### config.mk
export PLATFORM = sky130hd
export DESIGN_NAME = uart_rx_os
export DESIGN_NICKNAME = d
export VERILOG_FILES = /design/src/rtl/uart_defs_pkg.sv /design/src/rtl/uart_sync_fifo.sv /design/src/rtl/uart_rx_os.sv
export SDC_FILE = /design/constraint.sdc
export NUM_CORES = 1
export LEC_CHECK = 0
export CAP_MARGIN = 20
export CORE_MARGIN = 4
export CORE_UTILIZATION = 38
export CTS_BUF_LIST = sky130_fd_sc_hd__clkbuf_8
export DETAILED_ROUTE_END_ITERATION = 10
export GPL_TIMING_DRIVEN = 0
export HOLD_SLACK_MARGIN = 0.1
export PLACE_DENSITY = 0.68
export SLEW_MARGIN = 15
export SYNTH_ARGS = -nofsm -noshare
export SYNTH_HDL_FRONTEND = slang
export SYNTH_SLANG_ARGS = --single-unit
### constraint.sdc
create_clock -name clk -period 2.9 [get_ports clk]
set_input_delay 0.29 -clock clk [delete_from_list [all_inputs] [get_ports clk]]
set_output_delay 0.29 -clock clk [all_outputs]
set_load 0.01 [all_outputs]
### src/rtl/uart_defs_pkg.sv
// Shared types for the oversampling UART receiver: FSM states, per-frame config and word flags.
package uart_defs;

  typedef enum logic [2:0] {
    StIdle,
    StStart,
    StData,
    StParity,
    StStop1,
    StStop2,
    StBreak
  } RxState_t;

  typedef struct packed {
    logic [3:0] data_bits;
    logic       parity_en;
    logic       parity_odd;
    logic       stop2;
  } RxFrameCfg_t;

  typedef struct packed {
    logic frame_err;
    logic parity_err;
  } RxWordFlags_t;

  function automatic logic [3:0] clamp_data_bits(input logic [3:0]  req,
                                                 input int unsigned max_bits);
    if (req < 4'd5) return 4'd5;
    if (int'(req) > int'(max_bits)) return 4'(max_bits);
    return req;
  endfunction

endpackage

### src/rtl/uart_sync_fifo.sv
// Synchronous first-word-fall-through FIFO; a push while full succeeds only alongside a pop.
module uart_sync_fifo #(
  parameter int unsigned WIDTH = 11,
  parameter int unsigned DEPTH = 16
) (
  input  logic                     clk,
  input  logic                     rst,
  input  logic                     push_i,
  input  logic [WIDTH-1:0]         wdata_i,
  input  logic                     pop_i,
  output logic [WIDTH-1:0]         rdata_o,
  output logic [$clog2(DEPTH):0]   level_o,
  output logic                     full_o,
  output logic                     empty_o
);
  localparam int unsigned AddrW = $clog2(DEPTH);

  logic [WIDTH-1:0] mem_q [DEPTH];
  logic [WIDTH-1:0] mem_d [DEPTH];
  logic [AddrW-1:0] wr_ptr_q, wr_ptr_d, rd_ptr_q, rd_ptr_d;
  logic [AddrW:0]   level_q, level_d;
  logic             do_push, do_pop;

  assign full_o  = (level_q == (AddrW + 1)'(DEPTH));
  assign empty_o = (level_q == '0);
  assign level_o = level_q;
  assign rdata_o = empty_o ? '0 : mem_q[rd_ptr_q];

  always_comb begin
    do_pop   = pop_i & ~empty_o;
    do_push  = push_i & (~full_o | do_pop);
    mem_d    = mem_q;
    wr_ptr_d = wr_ptr_q;
    rd_ptr_d = rd_ptr_q;
    if (do_push) begin
      mem_d[wr_ptr_q] = wdata_i;
      wr_ptr_d        = wr_ptr_q + 1'b1;
    end
    if (do_pop) rd_ptr_d = rd_ptr_q + 1'b1;
    level_d = level_q + (AddrW + 1)'(do_push) - (AddrW + 1)'(do_pop);
  end

  always_ff @(posedge clk) begin
    if (rst) begin
      mem_q    <= '{default: '0};
      wr_ptr_q <= '0;
      rd_ptr_q <= '0;
      level_q  <= '0;
    end else begin
      mem_q    <= mem_d;
      wr_ptr_q <= wr_ptr_d;
      rd_ptr_q <= rd_ptr_d;
      level_q  <= level_d;
    end
  end

endmodule

### src/rtl/uart_rx_os.sv
// Oversampling UART receiver: synchronizer, tick generator, framing FSM with majority-vote
// sampling, break/timeout detection and an RX FIFO with RTS flow control.
module uart_rx_os
  import uart_defs::*;
#(
  parameter int unsigned DATA_W       = 9,
  parameter int unsigned FIFO_DEPTH   = 16,
  parameter int unsigned OSR          = 16,
  parameter int unsigned DIV_W        = 16,
  parameter int unsigned TIMEOUT_BITS = 40
) (
  input  logic                            clk,
  input  logic                            rst,
  input  logic                            rx_i,
  input  logic                            enable_i,
  input  logic [DIV_W-1:0]                divider_i,
  input  logic [3:0]                      data_bits_i,
  input  logic                            parity_en_i,
  input  logic                            parity_odd_i,
  input  logic                            stop2_i,
  output logic [DATA_W-1:0]               rx_d_o,
  output logic [1:0]                      rx_flags_o,
  output logic                            rx_d_valid_o,
  input  logic                            rx_d_ready_i,
  output logic [$clog2(FIFO_DEPTH):0]     level_o,
  output logic                            full_o,
  output logic                            empty_o,
  output logic                            rts_n_o,
  output logic                            overrun_o,
  output logic                            break_o,
  output logic                            timeout_o,
  input  logic                            err_clr_i
);
  localparam int unsigned OsW   = $clog2(OSR);
  localparam int unsigned ToW   = $clog2(TIMEOUT_BITS + 1);
  localparam int unsigned LvlW  = $clog2(FIFO_DEPTH) + 1;
  localparam int unsigned WordW = DATA_W + 2;

  logic              sync1_q, sync2_q, rx_prev_q, rx_s;
  logic [DIV_W-1:0]  tick_cnt_q, tick_cnt_d;
  logic [OsW-1:0]    os_cnt_q, os_cnt_d;
  logic              s0_q, s0_d, s1_q, s1_d;
  RxState_t          state_q, state_d;
  RxFrameCfg_t       cfg_q, cfg_d;
  RxWordFlags_t      flags_q, flags_d;
  logic [DATA_W-1:0] data_q, data_d;
  logic [3:0]        bit_cnt_q, bit_cnt_d;
  logic              par_acc_q, par_acc_d, par_bit_q, par_bit_d;
  logic              push_q, push_d;
  logic [ToW-1:0]    to_cnt_q, to_cnt_d;
  logic              overrun_q, overrun_d, break_q, break_d, timeout_q, timeout_d;
  logic              rts_n_q, rts_n_d;
  logic              tick, bit_end, vote_now, vote, start_edge, pop, break_set, timeout_set;
  logic [WordW-1:0]  fifo_rdata;

  assign rx_s       = sync2_q;
  assign tick       = (tick_cnt_q == divider_i);
  assign bit_end    = tick & (os_cnt_q == OsW'(OSR - 1));
  assign vote_now   = tick & (os_cnt_q == OsW'(OSR / 2 + 1));
  assign vote       = (s0_q & s1_q) | (s0_q & rx_s) | (s1_q & rx_s);
  assign start_edge = (state_q == StIdle) & enable_i & rx_prev_q & ~rx_s;
  assign pop        = rx_d_valid_o & rx_d_ready_i;

  // Tick generator and oversample phase; both realign on a start edge.
  always_comb begin
    tick_cnt_d = tick ? '0 : tick_cnt_q + 1'b1;
    os_cnt_d   = os_cnt_q;
    if (tick) os_cnt_d = bit_end ? '0 : os_cnt_q + 1'b1;
    if (start_edge) begin
      tick_cnt_d = '0;
      os_cnt_d   = '0;
    end
    s0_d = s0_q;
    s1_d = s1_q;
    if (tick && os_cnt_q == OsW'(OSR / 2 - 1)) s0_d = rx_s;
    if (tick && os_cnt_q == OsW'(OSR / 2))     s1_d = rx_s;
  end

  always_comb begin
    state_d   = state_q;
    cfg_d     = cfg_q;
    flags_d   = flags_q;
    data_d    = data_q;
    bit_cnt_d = bit_cnt_q;
    par_acc_d = par_acc_q;
    par_bit_d = par_bit_q;
    push_d    = 1'b0;
    break_set = 1'b0;
    unique case (state_q)
      StIdle: begin
        if (start_edge) begin
          state_d   = StStart;
          cfg_d     = '{data_bits:  clamp_data_bits(data_bits_i, DATA_W),
                        parity_en:  parity_en_i,
                        parity_odd: parity_odd_i,
                        stop2:      stop2_i};
          flags_d   = '0;
          data_d    = '0;
          bit_cnt_d = '0;
          par_acc_d = 1'b0;
          par_bit_d = 1'b0;
        end
      end
      StStart: if (vote_now) state_d = vote ? StIdle : StData;
      StData: begin
        if (vote_now) begin
          data_d[bit_cnt_q] = vote;
          par_acc_d         = par_acc_q ^ vote;
          bit_cnt_d         = bit_cnt_q + 4'd1;
          if (bit_cnt_q == cfg_q.data_bits - 4'd1) begin
            state_d = cfg_q.parity_en ? StParity : StStop1;
          end
        end
      end
      StParity: begin
        if (vote_now) begin
          par_bit_d          = vote;
          flags_d.parity_err = ((par_acc_q ^ vote) != cfg_q.parity_odd);
          state_d            = StStop1;
        end
      end
      StStop1: begin
        if (vote_now) begin
          if (!vote && data_q == '0 && !par_bit_q) begin
            break_set = 1'b1;
            state_d   = StBreak;
          end else begin
            flags_d.frame_err = ~vote;
            if (cfg_q.stop2) begin
              state_d = StStop2;
            end else begin
              push_d  = 1'b1;
              state_d = StIdle;
            end
          end
        end
      end
      StStop2: begin
        if (vote_now) begin
          flags_d.frame_err = flags_q.frame_err | ~vote;
          push_d            = 1'b1;
          state_d           = StIdle;
        end
      end
      StBreak: if (rx_s) state_d = StIdle;
      default: state_d = StIdle;
    endcase
    if (!enable_i) state_d = StIdle;
  end

  // Idle timeout counts whole bit periods and saturates so it fires only once.
  always_comb begin
    to_cnt_d    = to_cnt_q;
    timeout_set = 1'b0;
    if (start_edge || pop) begin
      to_cnt_d = '0;
    end else if (state_q == StIdle && !empty_o && bit_end &&
                 to_cnt_q != ToW'(TIMEOUT_BITS)) begin
      to_cnt_d    = to_cnt_q + 1'b1;
      timeout_set = (to_cnt_d == ToW'(TIMEOUT_BITS));
    end
    overrun_d = (push_q & full_o & ~pop) | (overrun_q & ~err_clr_i);
    break_d   = break_set | (break_q & ~err_clr_i);
    timeout_d = timeout_set | (timeout_q & ~err_clr_i & ~start_edge & ~pop);
    rts_n_d   = ~enable_i | (level_o >= LvlW'(FIFO_DEPTH - 2));
  end

  always_ff @(posedge clk) begin
    if (rst) begin
      sync1_q    <= 1'b1;
      sync2_q    <= 1'b1;
      rx_prev_q  <= 1'b1;
      tick_cnt_q <= '0;
      os_cnt_q   <= '0;
      s0_q       <= 1'b1;
      s1_q       <= 1'b1;
      state_q    <= StIdle;
      cfg_q      <= '0;
      flags_q    <= '0;
      data_q     <= '0;
      bit_cnt_q  <= '0;
      par_acc_q  <= 1'b0;
      par_bit_q  <= 1'b0;
      push_q     <= 1'b0;
      to_cnt_q   <= '0;
      overrun_q  <= 1'b0;
      break_q    <= 1'b0;
      timeout_q  <= 1'b0;
      rts_n_q    <= 1'b1;
    end else begin
      sync1_q    <= rx_i;
      sync2_q    <= sync1_q;
      rx_prev_q  <= sync2_q;
      tick_cnt_q <= tick_cnt_d;
      os_cnt_q   <= os_cnt_d;
      s0_q       <= s0_d;
      s1_q       <= s1_d;
      state_q    <= state_d;
      cfg_q      <= cfg_d;
      flags_q    <= flags_d;
      data_q     <= data_d;
      bit_cnt_q  <= bit_cnt_d;
      par_acc_q  <= par_acc_d;
      par_bit_q  <= par_bit_d;
      push_q     <= push_d;
      to_cnt_q   <= to_cnt_d;
      overrun_q  <= overrun_d;
      break_q    <= break_d;
      timeout_q  <= timeout_d;
      rts_n_q    <= rts_n_d;
    end
  end

  uart_sync_fifo #(
    .WIDTH (WordW),
    .DEPTH (FIFO_DEPTH)
  ) u_fifo (
    .clk     (clk),
    .rst     (rst),
    .push_i  (push_q),
    .wdata_i ({flags_q, data_q}),
    .pop_i   (rx_d_ready_i),
    .rdata_o (fifo_rdata),
    .level_o (level_o),
    .full_o  (full_o),
    .empty_o (empty_o)
  );

  assign rx_d_o       = fifo_rdata[DATA_W-1:0];
  assign rx_flags_o   = fifo_rdata[DATA_W+:2];
  assign rx_d_valid_o = ~empty_o;
  assign rts_n_o      = rts_n_q;
  assign overrun_o    = overrun_q;
  assign break_o      = break_q;
  assign timeout_o    = timeout_q;

endmodule

* Yosys cells after proc, flatten, opt, wreduce, memory -nomap -nowiden *
Index checks and enable logic that the tools add are counted.
W data, S select, Z words.

word-level totals
  bits in registers = 252
  bits in latches = 0
  RAM bits = 0
  ROM bits = 0
  input bits = 29
  output and inout bits = 23
  word-level logic and storage cells = 212
  memories kept = 0

cells by class
  $add $sub $neg = 9
  $mul = 0
  div/mod/pow operators = 0
  magnitude comparators = 8
  equal/unequal tests = 25
  shift operators = 0
  multiplexer cells = 63
  bitwise logic cells = 36
  reductions and logical operators = 28

operators by type and width
  cell                     number
  $bwmux W176              1
  $bmux W11 S4             1
  $demux W11 S4            1
  $mux W11                 4
  $mux W3                  11
  $mux W4                  7
  $mux W1                  24
  $pmux W3 S7              1
  $mux W9                  2
  $ne A2 B2 Y1 const B     9
  $pmux W9 S2              1
  $and A1 B1 Y1            17
  $add A16 B1 Y16 const B  1
  $add A4 B1 Y4 const B    4
  $eq A16 B16 Y1           1
  $eq A4 B4 Y1 const B     3
  $ge A5 B5 Y1 const B     2
  $not A4 Y5               2
  $bwmux W9                1
  $eq A3 B3 Y1 const B     3
  $logic_and A1 B1 Y1      9
  $logic_not A9 Y1         1
  $not A1 Y1               8
  $or A1 B1 Y1             8
  other kinds (36)         47

* Depth between registers and ports, before layout *
  depth after elaboration = 11
  mapped depth = 16
  mapped depth without buffers = 15

* By module *
Synthesis repeated with hierarchy kept, for this count alone.

second synthesis, totals
  cells, all modules = 1171
  area total of the unflattened synthesis = 11959.0 um^2

by module, submodules not included
  module          times used  cells an instance  area an instance (um^2)  sequential area each (um^2)
  uart_sync_fifo  1           784                8655.8                   3783.6
  uart_rx_os      1           387                3303.2                   1261.2

* Worst setup path before layout *
No wires, ideal clock.

  path kind = register to register
  start point = reg u_fifo.level_q[2], in the netlist u_fifo.level_o[2]
  end point = reg u_fifo.level_q[4], in the netlist u_fifo.level_o[4]
  setup time = 128 ps
  arrival = 2786 ps
  required time = 2772 ps
  slack = -14 ps
  stages on the path, launching flop included = 17
  buffers on the path = 1
  clock period less this slack = 2914 ps
  path through = dfxtp_1 -> inv_1 -> ha_1 -> nor4b_1 -> nor2b_1 -> clkbuf_1 -> ha_1 -> inv_1 -> ha_1 -> inv_1 -> fa_1 -> inv_1 -> a21oi_1 -> nor2_1 -> nor2_1 -> xor2_1 -> nor2_1

between the ends
  word-level cells in the longest chain between the ends = 7
  elaborated cells on any way between the ends = 9
  those cells by class = add/sub (2); eq/ne (1); bitwise (5); reduce/logical (1)

RTL lines
  element                 RTL line              RTL
  from (decl)             uart_sync_fifo.sv:21  logic [AddrW:0] level_q, level_d;
  from (signal assigned)  uart_sync_fifo.sv:53  level_q <= level_d;
  $logic_not A5 Y1 (*)    uart_sync_fifo.sv:25  assign empty_o = (level_q == '0);
  $not A1 Y1 (*)          -
  $and A1 B1 Y1 (*)       -
  via pop                 uart_rx_os.sv:53      logic tick, bit_end, vote_now, vote, start_edge, pop, break_set, timeout_set;
  $or A1 B1 Y1            uart_sync_fifo.sv:31  do_push = push_i & (~full_o | do_pop);
  $and A1 B1 Y1           uart_sync_fifo.sv:31
  $add A5 B1 Y5           uart_sync_fifo.sv:40  level_d = level_q + (AddrW + 1)'(do_push) - (AddrW + 1)'(do_pop);
  $sub A5 B1 Y5 (*)       uart_sync_fifo.sv:40

The timed path passes the listed nets; every way through them passes the cells marked *.
A chain may end at the register's enable or synchronous reset.

* Final worst setup path *
  start point = reg u_fifo.rd_ptr_q[0]
  end point = out rx_d_o[2]

between the ends
  word-level cells in the longest chain between the ends = 5

RTL lines
  element                                       RTL line              RTL
  from (decl)                                   uart_sync_fifo.sv:20  logic [AddrW-1:0] wr_ptr_q, wr_ptr_d, rd_ptr_q, rd_ptr_d;
  from (signal assigned)                        uart_sync_fifo.sv:52  rd_ptr_q <= rd_ptr_d;
  $not A4 Y5 (implied by the code)              uart_sync_fifo.sv:27  assign rdata_o = empty_o ? '0 : mem_q[rd_ptr_q];
  $bmux W11 S4                                  uart_sync_fifo.sv:27
  $mux W11 (implied by the code) (2 in series)  uart_sync_fifo.sv:27
  $mux W11                                      uart_sync_fifo.sv:27
  to (decl)                                     uart_rx_os.sv:21      output logic [DATA_W-1:0] rx_d_o,

Every way passes these cells. The select of a mux whose other input is x is not followed.

==> impl_results.md <==
- Status: finished, violations left
- Failing checks: setup timing
- Routed Antenna Nets: 0
- CTS tree: built
- Seq/Total Area, Yosys: 0.4284
- Crit path capture type: output pin
- Synth async-reset ratio: 0
- Worst min path class: in2reg
- Cells after Synth: 1165
- Remaining DRCs: 0
- Post-Route WL: 28190 µm
- Sw Pwr: 2.386 mW
- GPL Wtd Cong: 0.8491
- Area Overhead vs Synth: 19.52%
- R2R Path End: u_fifo.level_o[4]
- Clock share of power: 0.371
- Tot GR Track Use: 0.1666
- Most frequent cells in the layout: 251 x dfxtp_1, 238 x nor2_1, 187 x mux2i_1, 55 x clkbuf_8, 55 x mux4_2
- Worst skew pair latency: 570 ps
- Sink Count: 252
- Area of the mapped netlist: 0.01178 mm²
- Final hold vios: 0
- Initial DRC count: 503
- Total CTS buffers: 44
- Place WS: -489.8 ps
- Internal Power: 6.197 mW
- CP required: 2610 ps
- Power share of the combinational group: 0.209
- Worst Hold Margin: 309.5 ps
- IO Pins: 52
- Critical Setup Path Class: reg2out
- GR Overflow Total: 0
- Die Width: 184.0 µm
- Sequential share of power: 0.420
- Power density over the cells: 609.8 mW/mm²
- Initial Utilization: 0.3850
- Clock-pin slew on the worst setup and hold paths: 60 ps
- Leakage: 6.408 nW
- Syn Nets: 1221
- Worst reg-to-reg setup slack: 210 ps
- EDFF count, synth: 0
- PortBufs: 51
- CP startpoint: u_fifo.rd_ptr_q[0]
- Post-DP HPWL: 21010 µm
- Placeable Area: 0.03059 mm²
- CP startpoint kind: flop
- Final period util: 1.005
- Antenna cells: 0
- Nets: 1332
- Wire per inst: 16.56 µm
- # fillers: 2847
- DIE AREA: 0.03387 mm²
- Share of layout cells above drive strength 1: 0.1593
- Register area: 0.005046 mm²
- Primary FF master, synth: dfxtp_1
- Detail-routed via count per cell: 5.093
- RSZ-0062 raised after global routing: true
- Max Slew Vio Count: 0
- #FFs+latches synth: 252
- Final setup skew: 34.16 ps
- # setup viols final: 1
- Worst-path maximum fanout: 7
- Htree depth: 2
- Multi-input gate area: 0.006297 mm²
- R2R Path Start: u_fifo.level_o[2]
- Global-route wire length before repair: 46270 µm
- Drt pass-1 iters: 5
- Worst setup path end: rx_d_o[2]
- CP arrival: 2630 ps
- R2r worst-path depth: 16
- Max-Cap Viols: 0
- Die Y-Extent: 184.0 µm
- Commonest non-fill, non-tap cell in the layout: dfxtp_1
- VDD IR-drop max: 0.0002899 V
- Final worst slack: -15.19 ps
- Achievable Freq: 343.0 MHz
- CTS max path bufs: 3
- Vias post-DR: 8669
- YS warnings: 0
- Slew HR: 0.5175
- Initial antenna violation count: 0
- Clk root buf: clkbuf_8
- Vias in the first global route: 8893
- Synth cell types: 57
- Worst Tran Pin Value: 723.8 ps
- Final min period: 2915 ps
- Mean Syn Cell Area: 10.11 µm²
- Switch share: 0.2780
- Largest net degree at the start of global routing: 14
- Row cnt: 64
-- metal layers --
| metal | up-vias | share of wire | GRT usage |
|---|---|---|---|
| met3 | 54 | 0.051 | 0.03463 |
| met2 | 189 | 0.50 | 0.2925 |
| li1 | 4249 | - | - |
| met5 | - | 0 | 0 |
| met1 | 4177 | 0.43 | 0.2033 |
| met4 | 0 | 0.023 | 0.05708 |
-- flip-flops by register name, summed over array words and instances (netlist names), 4 cells and up --
name and count:
u_fifo.level_o 5, to_cnt_q 6, bit_cnt_q 4, cfg_q 7, u_fifo.rd_ptr_q 4, os_cnt_q 4
data_q 9, u_fifo.wr_ptr_q 4, tick_cnt_q 16, u_fifo.mem_q 176
-- area by class of cell --
type / instances / share of cell area
timing repair buffer: 66 / 0.05112
inverter: 26 / 0.006934
sequential: 252 / 0.3585
multi-input combinational: 795 / 0.4474
tap: 396 / 0.03520
clock buffer: 52 / 0.05085
buffer: 91 / 0.03911
clock inverter: 24 / 0.01085
-- cells in the mapped netlist, drive strengths merged, types with 4 or more instances --
cell	count	area, µm²
dfxtp	252	5045
nor2	238	893.4
mux2i	187	1872
clkbuf	58	217.7
mux4	55	1239
nand2	44	172.7
buf	34	210.2
xnor2	30	262.8
nand3	28	140.1
ha	26	325.3
inv	26	97.59
a21oi	25	125.1
nor2b	25	156.4
xor2	20	175.2
nand4	17	106.4
o21ai	13	65.06
nor3	10	55.05
nand2b	8	50.05
or3	7	43.79
a31oi	6	43.79
and3	5	31.28
and2	4	25.02
nand3b	4	30.03
nor4	4	40.04
-- metrics by stage --
| stage | utilization | cell area, µm² | total power, mW | setup TNS [ps] | std cells |
|---|---|---|---|---|---|
| after floorplan | - | 11780 | 4.493 | 0 | 1165 |
| after global placement | 0.4181 | 12790 | 4.906 | -4911 | 1612 |
| after detailed placement | 0.4181 | 12790 | 4.935 | -5668 | 1612 |
| after CTS | 0.4560 | 13950 | 8.586 | -246.4 | 1700 |
| after global routing | 0.4601 | 14070 | 8.983 | -418.8 | 1702 |
| final | 0.4601 | 14070 | 8.583 | -15.19 | 1702 |
-- power by group through the flow --
| stage | sequential, mW | clock [mW] | combinational, mW |
|---|---|---|---|
| floorplan | 3.66 | 0 | 0.831 |
| global placement | 3.66 | 0 | 1.24 |
| detailed placement | 3.66 | 0 | 1.27 |
| CTS | 3.60 | 3.27 | 1.71 |
| global route | 3.61 | 3.44 | 1.93 |
| finish | 3.60 | 3.19 | 1.79 |
-- critical path: stages (launching register included) --
cell and delay (ps):
dfxtp_2 360, buf_12 160, buf_12 130, buf_12 120
mux4_2 550, mux4_2 480, nor2b_4 150, buf_6 110
-- how the worst min path moves through the flow --
stage | startpoint | slack, ps | endpoint | depth (start not counted)
6_report | parity_odd_i | 310 | cfg_q[1] | 3
5_1_grt | parity_odd_i | 300 | cfg_q[1] | 3
4_1_cts | parity_odd_i | 280 | cfg_q[1] | 3
3_5_place_dp | sync1_q | 400 | rx_s | 1
3_3_place_gp | sync1_q | 390 | rx_s | 1
2_1_floorplan | sync1_q | 390 | rx_s | 1
-- timing repair --
action,CTS,global route
hold buffers,0,0
cloned,2,0
resized for setup,93,27
setup buffers,10,3
setup endpoints to repair,17,13
-- logic make-up (layout without fill, tap and decap cells) --
logic type                 Yosys count  after routing  share of synthesized area
DFF                                252            252                     0.4284
AOI/OAI and AO/OA                   66             66                    0.03644
xor gates and xnor gates            50             50                    0.03719
adders and majority gates           28             28                    0.03017
and+or+nand+nor                    407            407                     0.1571
muxes                              244            244                     0.2660
buffers and inverters              118            259                    0.04462
(Power assumes the default switching activity.)
